===== src/rtl/nim_game_engine.sv =====
// Nim game core: heap registers, two-player turn FSM, winner detection
// and per-column RGB data for the 8x8 LED matrix scanner.
module nim_game_engine #(
    parameter int                    NUM_ROWS   = 4,
    parameter logic [4*NUM_ROWS-1:0] INIT_HEAPS = 16'h1357,
    parameter bit                    MISERE     = 1'b0
) (
    input  logic                    clk,
    input  logic                    reset,
    input  logic                    new_game,
    input  logic [NUM_ROWS-1:0]     row_pulse,
    input  logic                    end_turn,
    input  logic [2:0]              col_num,
    output logic [7:0]              red_vect,
    output logic [7:0]              green_vect,
    output logic [7:0]              blue_vect,
    output logic [4*NUM_ROWS-1:0]   heap_cnt,
    output logic                    cur_player,
    output logic                    game_over,
    output logic                    winner,
    output logic                    err
);

    localparam int RW = (NUM_ROWS > 1) ? $clog2(NUM_ROWS) : 1;

    typedef enum logic [1:0] {
        FIRST,
        TAKING,
        OVER
    } state_t;

    state_t        state_q, state_d;
    logic [3:0]    heap_q [NUM_ROWS];
    logic [3:0]    heap_d [NUM_ROWS];
    logic [3:0]    init_h [NUM_ROWS];
    logic [RW-1:0] lock_q, lock_d;
    logic          player_q, player_d;
    logic          winner_q, winner_d;
    logic          err_q, err_d;

    logic [RW-1:0] row_idx;
    logic [3:0]    sel_cnt;
    logic          one_hot;
    logic          multi;
    logic          all_zero;
    logic          do_dec;

    // Heap 0 lives in the most significant nibble of INIT_HEAPS.
    always_comb begin
        for (int r = 0; r < NUM_ROWS; r++) begin
            init_h[r] = INIT_HEAPS[4*(NUM_ROWS-1-r) +: 4];
        end
    end

    always_comb begin
        row_idx  = '0;
        sel_cnt  = '0;
        all_zero = 1'b1;
        for (int r = 0; r < NUM_ROWS; r++) begin
            if (row_pulse[r]) begin
                row_idx = RW'(r);
                sel_cnt = heap_q[r];
            end
            if (heap_q[r] != 4'd0) begin
                all_zero = 1'b0;
            end
        end
        one_hot = ($countones(row_pulse) == 1);
        multi   = ($countones(row_pulse) > 1);
    end

    always_comb begin
        state_d  = state_q;
        lock_d   = lock_q;
        player_d = player_q;
        winner_d = winner_q;
        err_d    = 1'b0;
        do_dec   = 1'b0;
        heap_d   = heap_q;

        if (new_game) begin
            state_d  = FIRST;
            lock_d   = '0;
            player_d = 1'b0;
            winner_d = 1'b0;
            heap_d   = init_h;
        end else begin
            unique case (state_q)
                FIRST: begin
                    if (multi) begin
                        err_d = 1'b1;
                    end else if (one_hot) begin
                        if (sel_cnt == 4'd0) begin
                            err_d = 1'b1;
                        end else begin
                            do_dec  = 1'b1;
                            lock_d  = row_idx;
                            state_d = TAKING;
                        end
                    end
                end
                TAKING: begin
                    if (multi) begin
                        err_d = 1'b1;
                    end else if (one_hot) begin
                        if (row_idx != lock_q || sel_cnt == 4'd0) begin
                            err_d = 1'b1;
                        end else begin
                            do_dec = 1'b1;
                        end
                    end else if (end_turn) begin
                        if (all_zero) begin
                            state_d  = OVER;
                            winner_d = player_q ^ MISERE;
                        end else begin
                            player_d = ~player_q;
                            state_d  = FIRST;
                        end
                    end
                end
                OVER: begin
                end
                default: begin
                    state_d = FIRST;
                end
            endcase

            for (int r = 0; r < NUM_ROWS; r++) begin
                if (do_dec && row_idx == RW'(r)) begin
                    heap_d[r] = heap_q[r] - 4'd1;
                end
            end
        end
    end

    always_ff @(posedge clk) begin
        if (reset) begin
            state_q  <= FIRST;
            heap_q   <= init_h;
            lock_q   <= '0;
            player_q <= 1'b0;
            winner_q <= 1'b0;
            err_q    <= 1'b0;
        end else begin
            state_q  <= state_d;
            heap_q   <= heap_d;
            lock_q   <= lock_d;
            player_q <= player_d;
            winner_q <= winner_d;
            err_q    <= err_d;
        end
    end

    assign cur_player = player_q;
    assign game_over  = (state_q == OVER);
    assign winner     = winner_q;
    assign err        = err_q;

    always_comb begin
        heap_cnt = '0;
        for (int r = 0; r < NUM_ROWS; r++) begin
            heap_cnt[4*(NUM_ROWS-1-r) +: 4] = heap_q[r];
        end
    end

    logic       col_ok;
    logic       col_lock;
    logic [3:0] col_cnt;
    logic [7:0] pattern;

    // Columns 2h and 2h+1 both show heap h as a bottom-up bar.
    always_comb begin
        col_ok   = 1'b0;
        col_lock = 1'b0;
        col_cnt  = '0;
        for (int r = 0; r < NUM_ROWS; r++) begin
            if (col_num[2:1] == 2'(r)) begin
                col_ok   = 1'b1;
                col_cnt  = heap_q[r];
                col_lock = (lock_q == RW'(r));
            end
        end
        for (int i = 0; i < 8; i++) begin
            pattern[i] = (4'(i) < col_cnt);
        end
    end

    always_comb begin
        red_vect   = '0;
        green_vect = '0;
        blue_vect  = '0;
        if (state_q == OVER) begin
            if (winner_q) begin
                blue_vect = 8'hFF;
            end else begin
                red_vect = 8'hFF;
            end
        end else if (col_ok) begin
            if (player_q) begin
                blue_vect = pattern;
            end else begin
                red_vect = pattern;
            end
            if (state_q == TAKING && col_lock) begin
                green_vect = pattern;
            end
        end
    end

endmodule


===== config.mk =====
export PLATFORM = sky130hd
export DESIGN_NAME = nim_game_engine
export DESIGN_NICKNAME = d
export VERILOG_FILES = /design/src/rtl/nim_game_engine.sv
export SDC_FILE = /design/constraint.sdc
export NUM_CORES = 1
export LEC_CHECK = 0
export CAP_MARGIN = 20
export CELL_PAD_IN_SITES_DETAIL_PLACEMENT = 1
export CELL_PAD_IN_SITES_GLOBAL_PLACEMENT = 1
export CORE_ASPECT_RATIO = 0.9
export CORE_MARGIN = 2
export CORE_UTILIZATION = 33
export CTS_CLUSTER_DIAMETER = 120
export CTS_CLUSTER_SIZE = 20
export DETAILED_ROUTE_END_ITERATION = 6
export PLACE_DENSITY_LB_ADDON = 0.1
export SYNTH_ARGS = -nofsm -noshare
export SYNTH_HDL_FRONTEND = slang
export SYNTH_SLANG_ARGS = --single-unit

===== constraint.sdc =====
create_clock -name clk -period 3.9 [get_ports clk]
set_input_delay 0.78 -clock clk [delete_from_list [all_inputs] [get_ports clk]]
set_output_delay 0.78 -clock clk [all_outputs]
set_load 0.01 [all_outputs]

# Word level (Yosys, flattened, before mapping)
# Cells that the tools add are included.
[classes] shifts=0 multipliers=0 n_div=0 n_reduce_logical=20 muxes=57 addsub=7 eq_ne=19 n_lt_le_gt_ge=9 bitwise_logic=6
[ops] cell="8-bit two-way mux" n=11
[ops] cell="32-bit by 2-bit == test with 1-bit output (second input constant)" n=1
[ops] cell="4-bit two-way mux" n=8
[ops] cell="1-bit two-way mux" n=26
[ops] cell="2-bit two-way mux" n=9
[ops] cell="3-bit by 4-bit less-than comparator with 1-bit output (first input constant)" n=4
[ops] cell="4-bit nonzero test" n=4
[ops] cell="4-bit by 1-bit subtractor with 4-bit output (second input constant)" n=4
[ops] cell="2-bit == test (second input constant)" n=7
[ops] cell="2-bit != test (second input constant)" n=6
[ops] cell="5-bit AND reduction" n=2
[ops] cell="2-bit by 1-bit == test with 1-bit output (second input constant)" n=4
[ops] cell="2-bit logical NOT" n=4
[ops] cell="1-bit by 4-bit less-than comparator with 1-bit output (first input constant)" n=2
[ops] cell="2-bit by 4-bit less-than comparator with 1-bit output (first input constant)" n=2
[ops] cell="7-bit AND reduction" n=1
[ops] cell="1-bit inverter" n=6
[ops] cell="2-bit case mux with 3 select lines" n=1
[ops] cell="1-bit logical AND" n=5
[ops] cell="1-bit by 1-bit adder with 2-bit output" n=2
[ops] cell="4-bit logical NOT" n=1
[ops] cell="1-bit case mux with 2 select lines" n=2
[ops] cell="4-bit AND reduction" n=1
[ops] cell="2-bit by 2-bit adder with 3-bit output" n=1
[ops] cell="other kinds (4)" n=4
[totals] latch_bits=0 ff_bits=23 n_memories=0 inputBits=11 romBits=0 ram_bits=0

# Longest topological paths before layout
# Gate-level depths: netlist of run 1.
[logic_depth] depth_word=12 depth_mapped=13

# Worst setup path before layout of run 1
# Ideal clock, no wire load.
[synth_path] path_type="in2reg" start="input row_pulse[3]" end="register heap_q, in the netlist heap_cnt[7]" t_required_ns=3.778 setup_slack_ns=0.707 path_stages=13 path_buffers=2 arrival_ns=3.071 cell_sequence="buf_6 > inv_1 > fa_1 > inv_1 > ha_1 > inv_1 > ha_1 > nor2_1 > o311a_1 > and4b_1 > clkbuf_1 > nand2_1 > o311a_1"
[synth_via] elab_chain_len=9
[synth_lines] item="start, declared" line="11" rtl="input logic [NUM_ROWS-1:0] row_pulse,"
[synth_lines] item="parallel branches: the longest is 8 deep, another holds 2-bit by 2-bit adder with 3-bit output"
[synth_lines] item="1-bit logical AND *" line="129" rtl="if (do_dec && row_idx == RW'(r)) begin"
[synth_lines] item="end signal, assigned" line="139" rtl="heap_q <= init_h;"
[synth_lines] item="end signal, assigned" line="146" rtl="heap_q <= heap_d;"
[synth_lines] item="end, declared" line="33" rtl="logic [3:0] heap_q [NUM_ROWS];"
# Every way passes the cells marked *. The select of a mux whose other input is x is not followed.
# A chain may end at the register's enable or synchronous reset.

# Worst setup path in the final report of run 1
[layout_path] start="input col_num[2]" end="output blue_vect[0]"
[layout_via] elab_chain_len=9
[layout_lines] item="start, declared" line="13" rtl="input logic [2:0] col_num,"
[layout_lines] item="2-bit logical NOT" line="177" rtl="if (col_num[2:1] == 2'(r)) begin"
[layout_lines] item="4-bit two-way mux (4 in series)" line="177"
[layout_lines] item="1-bit by 4-bit less-than comparator with 1-bit output" line="184" rtl="pattern[i] = (4'(i) < col_cnt);"
[layout_lines] item="8-bit two-way mux" line="199" rtl="if (player_q) begin"
[layout_lines] item="8-bit two-way mux *" line="198" rtl="end else if (col_ok) begin"
[layout_lines] item="8-bit two-way mux *" line="192" rtl="if (state_q == OVER) begin"
[layout_lines] item="end, declared" line="16" rtl="output logic [7:0] blue_vect,"
# Every way passes the cells marked *; elsewhere a longest branch is shown, timed or not.

==> results.yml, run 1 <==
run_status:
  status: "complete, no violations"
logic_synthesis:
  seq_area_frac_synth: 0.2706
  synthFlopType: "dfxtp_1"
  syn_nets: 240
  synth_async_sr_flop_share: 0
  syn_area_per_cell_um2: 7.878
  ys_warn_count: 0
  synth_cell_types: 46
  synth-edff-count: 0
  synthCells: 216
  ys_ff_latch: 23
  netlist_area_um2: 1702
die:
  rows: 24
  initial_core_util: 0.3476
  num_io_pins: 55
  die_h_um: 72.13
  core-area_um2: 4895
  die_w_um: 79.69
  dieArea_um2: 5748
detailed_routing:
  route.detailed.drc: 0
  drtAntennaViolNets: 0
  dr.pass1.iters: 4
  vias: 1809
  routed_wl_um: 5785
  vias_per_cell: 5.243
  wl_per_cell_um: 16.77
  drt_iter0_markers: 52
placed_design:
  place.gp.congestion: 0.7906
  dp.final_hpwl_um: 4625
  dp.cells: 341
  postPlaceCellArea_um2: 2389
  port_buffers: 53
critical_path:
  r2r_start: "lock_q[1]"
  r2r_end: "heap_cnt[10]"
  path_depth: 7
  max_stage_delay_ns: 0.56
  cpMostUsedCell: "buf_4"
  crit_chain: "dlymetal6s2s_1, mux4_2, buf_4, nor4_1, buf_4, o21ai_0, clkdlybuf4s50_1"
  critPathCaptureType: "output port"
  critPathBufInv: 4
  startpoint_type: "input pin"
  cp_top_family: "buffers and inverters"
  r2r_cells: 5
  crit_slowest_cell: "mux4_2"
  critPathKind: "in -> out"
  crit_path_start: "col_num[2]"
  worstSetupEndpoint: "blue_vect[0]"
  rrSetupSlack_ns: 1.82
  arrival_ns: 2.71
  required_ns: 3.12
  crit_path_max_fanout: 4
clock_tree:
  insertion_delay_ns: 0.27
  cts_tree: "built"
  clockBufferDepth: 2
  numCtsBuffers: 3
  hold_buffers: 0
  htree_levels: 1
  clk_pin_slew_ns: 0.08
  cts_root_buf: "clkbuf_8"
  cts_sinks: 23
grt:
  track_usage: 0.2153
  antenna_found_initial: 0
  grt_pass1_wl_um: 9632
  grt_max_degree: 16
  overflow: 0
  grt_pass1_vias: 1890
timing:
  slew_headroom: 0.5495
  final_max_slew_viol_count: 0
  skew_ns: 0.008140
  fin_crit_sh: 0.8954
  max_freq_mhz: 286.4
  worst_pin_slew_ns: 0.6696
  finalHoldWorstSlack_ns: 0.5213
  rsz0062_at_grt: "false"
  setup_violations: 0
  post-route-min-period_ns: 3.492
  hold_viol: 0
cells_and_area:
  final_cells: 345
  fillers: 605
  num_antenna_cells: 0
  fin_area_um2: 2456
  nets: 305
  drive_above_1_share: 0.1214
  areaGrowthSynthToFinish_pct: 44.34
power:
  static-leakage-power_nw: 1.047
  powerDensity_nw_per_um2: 223.6
  peakVddDrop_mv: 0.1184
worst_hold_path:
  hold_class: "reg -> reg"
job:
  drv_cap: 0
metrics by stage:
stage | power, W | setup TNS [ns] | utilization | setup slack (ns)
4_1_cts | 0.0005555 | 0 | 0.4990 | 0.00005307
3_3_place_gp | 0.0003928 | 0 | 0.4880 | 0.004841
2_1_floorplan | 0.0003288 | 0 | - | 0.7074
3_5_place_dp | 0.0003972 | -0.08140 | 0.4880 | -0.05319
5_1_grt | 0.0005787 | 0 | 0.5018 | 0.2010
6_report | 0.0005492 | 0 | 0.5018 | 0.4080
logic make-up (layout without fill, tap and decap cells):
kind of cell	count (synthesis)	in the layout	synth area share
xor gates and xnor gates	6	6	0.03089
buffers and inverters	30	94	0.07059
AOI/OAI and AO/OA	46	46	0.1802
adders and majority gates	13	13	0.1000
muxes	10	10	0.08162
and+or+nand+nor	88	88	0.2662
DFF	23	23	0.2706
worst min path at each step:
stage / startpoint / cells past startpoint / to / slack, ns
finish: heap_cnt[7] / 1 / heap_cnt[7] / 0.52
global route: heap_cnt[7] / 1 / heap_cnt[7] / 0.55
CTS: heap_cnt[7] / 1 / heap_cnt[7] / 0.53
detailed placement: heap_cnt[7] / 1 / heap_cnt[7] / 0.51
global placement: heap_cnt[3] / 2 / heap_cnt[3] / 0.50
floorplan: lock_q[1] / 2 / lock_q[1] / 0.49
synthesized netlist by cell type, types with 2 or more instances:
library cell	instances	area, um2
a2111oi_0	2	17.52
a211o_1	2	17.52
a21oi_1	13	65.06
and2_1	2	12.51
and4_1	2	17.52
clkbuf_1	7	26.28
dfxtp_1	23	460.4
ha_1	12	150.1
inv_1	22	82.58
mux2i_1	6	60.06
mux4_2	3	67.56
nand2_1	17	63.81
nand2b_1	2	12.51
nand3_1	7	35.03
nand4_1	2	12.51
nor2_1	28	105.1
nor3_1	5	25.02
nor4_1	7	43.79
nor4bb_1	2	20.02
o211a_1	2	20.02
o211ai_1	2	15.01
o21a_1	2	15.01
o21ai_0	10	50.05
o311a_1	2	20.02
o31ai_1	2	15.01
or2_2	5	31.28
or4_1	4	30.03
xnor2_1	3	26.28
xor2_1	3	26.28
area by class of cell:
class,instances,area [um2],share of cell area
clock buffers,3,41.29,0.01681
clock inverters,1,7.507,0.003057
inverters,22,82.58,0.03362
multi-input cells,163,1135,0.4620
flip-flops and latches,23,460.4,0.1875
well taps,65,81.33,0.03311
repair buffers,68,648.1,0.2639
layer usage:
| layer | wire (um) | global-route usage |
|---|---|---|
| met3 | 160 | 0.02985 |
| met2 | 2857 | 0.3912 |
| met4 | 25 | 0.03640 |
| met5 | 0 | 0 |
| met1 | 2740 | 0.2753 |
where the power goes:
part	leakage (nW)	total [W]	switching [W]	internal, W
Combinational	0.839	0.000147	0.0000775	0.0000691
Sequential	0.186	0.000246	0.00000634	0.000239
Clock	0.0217	0.000157	0.0000844	0.0000724
Total	1.05	0.000549	0.000168	0.000381
registers in the layout, indices dropped and copies added, names as in the netlist:
register	cells
state_q	2
cur_player	1
heap_cnt	16
winner	1
err	1
lock_q	2
timing repair:
item	in CTS	in global routing
resized for setup	1	4
setup buffers	0	0
setup endpoints to repair	2	20
placed cells by master (no fill, tap or decap), types with 2 or more instances in the layout:
master | Yosys | final
a211o_1 | 2 | 2
mux4_2 | 3 | 3
or4_1 | 4 | 4
dfxtp_1 | 23 | 23
a21oi_1 | 13 | 13
nor4_1 | 7 | 7
nand3_1 | 7 | 7
nor4bb_1 | 2 | 2
o211a_1 | 2 | 2
nor3_1 | 5 | 3
buf_4 | 0 | 15
mux2i_1 | 6 | 5
or2_2 | 5 | 5
clkbuf_8 | 0 | 3
o21ai_0 | 10 | 10
nand4_1 | 2 | 2
dlymetal6s2s_1 | 0 | 2
clkdlybuf4s50_1 | 0 | 51
and2_1 | 2 | 2
nand2_1 | 17 | 17
ha_1 | 12 | 12
xnor2_1 | 3 | 3
nor3_2 | 0 | 2
o311a_1 | 2 | 2
inv_1 | 22 | 22
o31ai_1 | 2 | 2
o211ai_1 | 2 | 2
o21a_1 | 2 | 2
and4_1 | 2 | 2
xor2_1 | 3 | 3
nor2_1 | 28 | 28
nand2b_1 | 2 | 2
a2111oi_0 | 2 | 2
Power figures use the tool's default switching activity.
==> inputs of run 2 (changes only) <==
Settings changed: CORE_MARGIN 2 to unset.
==> run 2 against run 1 <==
Sequential share of layout area up 0.15 points; hold slack worse by 0.0055 ns; flip-flop and latch count unchanged.
==> results.yml, run 2 (synthesis gave the netlist of run 1 again) <==
run_status:
  status: "complete, no violations"
cells_and_area:
  num_antenna_cells: 0
  final_core_utilization: 0.4977
  areaGrowthSynthToFinish_pct: 43.16
  largest_reg_flops: 16
  mostFrequentLayoutCells: "clkdlybuf4s50_1 (51), nor2_1 (27), dfxtp_1 (23)"
  drive_above_1_share: 0.1155
  final_cells: 342
  fin_area_um2: 2436
  final_common_cell: "clkdlybuf4s50_1"
  nets: 302
die:
  dieArea_um2: 5448
  rows: 24
  core-area_um2: 4895
  die_w_um: 77.69
  initial_core_util: 0.3476
  num_io_pins: 55
  die_h_um: 70.13
critical_path:
  crit_chain: "clkdlybuf4s50_1, inv_1, fa_1, inv_1, ha_1, inv_1, ha_1, nor2_1, o311a_1, nand4b_1, buf_4, nor2_1, mux2i_1"
  max_stage_delay_ns: 0.51
  crit_path_max_fanout: 4
  required_ns: 4.11
  arrival_ns: 3.74
  critPathCaptureType: "register"
  startpoint_type: "input pin"
  cpMostUsedCell: "inv_1"
  critPathKind: "in -> reg"
  crit_slowest_cell: "fa_1"
detailed_routing:
  dr.pass1.iters: 4
  wl_per_cell_um: 16.24
  route.detailed.drc: 0
  routed_wl_um: 5555
  vias_per_cell: 5.298
  vias: 1812
  drtAntennaViolNets: 0
  drt_iter0_markers: 39
timing:
  fin_crit_sh: 0.9041
  max_freq_mhz: 283.6
  post-route-min-period_ns: 3.526
  worst_pin_slew_ns: 1.012
  final_max_slew_viol_count: 0
  hold_viol: 0
  rsz0062_at_grt: "false"
  slew_headroom: 0.3229
  skew_ns: 0.01240
  setup_violations: 0
clock_tree:
  numCtsBuffers: 3
  cts_root_buf: "clkbuf_8"
  cts_setup_buffers: 0
  insertion_delay_ns: 0.27
  cts_tree: "built"
  clockBufferDepth: 2
  cts_sinks: 23
  clk_pin_slew_ns: 0.10
  htree_levels: 1
worst_hold_path:
  hold_class: "reg -> reg"
placed_design:
  port_buffers: 53
  dp.final_hpwl_um: 4406
  postPlaceCellArea_um2: 2366
  dp.cells: 338
  place.gp.congestion: 0.7420
grt:
  antenna_found_initial: 0
  grt_max_degree: 16
  track_usage: 0.2135
  overflow: 0
  grt_pass1_vias: 1832
  grt_pass1_wl_um: 9225
power:
  powerDensity_nw_per_um2: 223.9
  peakVddDrop_mv: 0.1433
  static-leakage-power_nw: 1.031
job:
  drv_cap: 0
-- run 2: cell type report --
cell class	instances	area [um2]
Inverter	22	82.58
Timing Repair Buffer	65	625.6
Sequential cell	23	460.4
Clock buffer	3	41.29
Fill cell	617	2459
Tap cell	65	81.33
Clock inverter	1	7.507
Multi-Input combinational cell	163	1137
-- run 2: power by group --
group          leakage, nW  switching [W]  internal [W]  total, W
registers            0.186     0.00000664      0.000239  0.000246
clock network       0.0217      0.0000858     0.0000725  0.000158
logic                0.823      0.0000753     0.0000658  0.000141
total                 1.03       0.000168      0.000378  0.000545
-- run 2: worst paths after layout --
| check | startpoint | end | slack [ns] | cells after the start |
|---|---|---|---|---|
| setup / recovery | row_pulse[1] | heap_cnt[8] | 0.37 | 13 |
| hold / removal | heap_cnt[15] | heap_cnt[15] | 0.52 | 2 |
| setup reg to reg | lock_q[1] | heap_cnt[10] | 1.80 | 5 |
| hold reg to reg | heap_cnt[15] | heap_cnt[15] | 0.52 | 2 |
-- run 2: worst max-delay path, delay by kind of cell --
kind | cells | cell delay, ns
adder cells (fa/ha/maj) | 3 | 0.93
AND/OR/NAND/NOR | 3 | 0.63
buffers and inverters | 5 | 0.91
AO/OA/AOI/OAI | 1 | 0.27
multiplexers | 1 | 0.22
-- run 2: what timing repair did --
| item | in CTS | in global routing |
|---|---|---|
| gates resized for setup | 1 | 5 |
| hold buffers | 0 | 0 |
| gates cloned | 0 | 0 |
| endpoints found under the setup margin | 2 | 20 |
-- run 2: stage by stage --
step	setup slack, ns	TNS [ns]	total power (W)	hold slack (ns)
after CTS	0.02607	0	0.0005496	0.5249
after detailed placement	-0.03478	-0.05694	0.0003916	0.5078
final	0.3741	0	0.0005454	0.5159
after global placement	0.02217	0	0.0003882	0.4899
after floorplan	0.7074	0	0.0003288	0.4893
after global routing	0.1908	0	0.0005734	0.5474
-- run 2: metal layers --
metal | vias to the layer above | routed length, um | global-route usage
met1 | 873 | 2673 | 0.2748
met5 | - | 0 | 0
met3 | 4 | 163 | 0.03660
met4 | 0 | 56 | 0.04822
met2 | 39 | 2662 | 0.3697
li1 | 896 | - | -
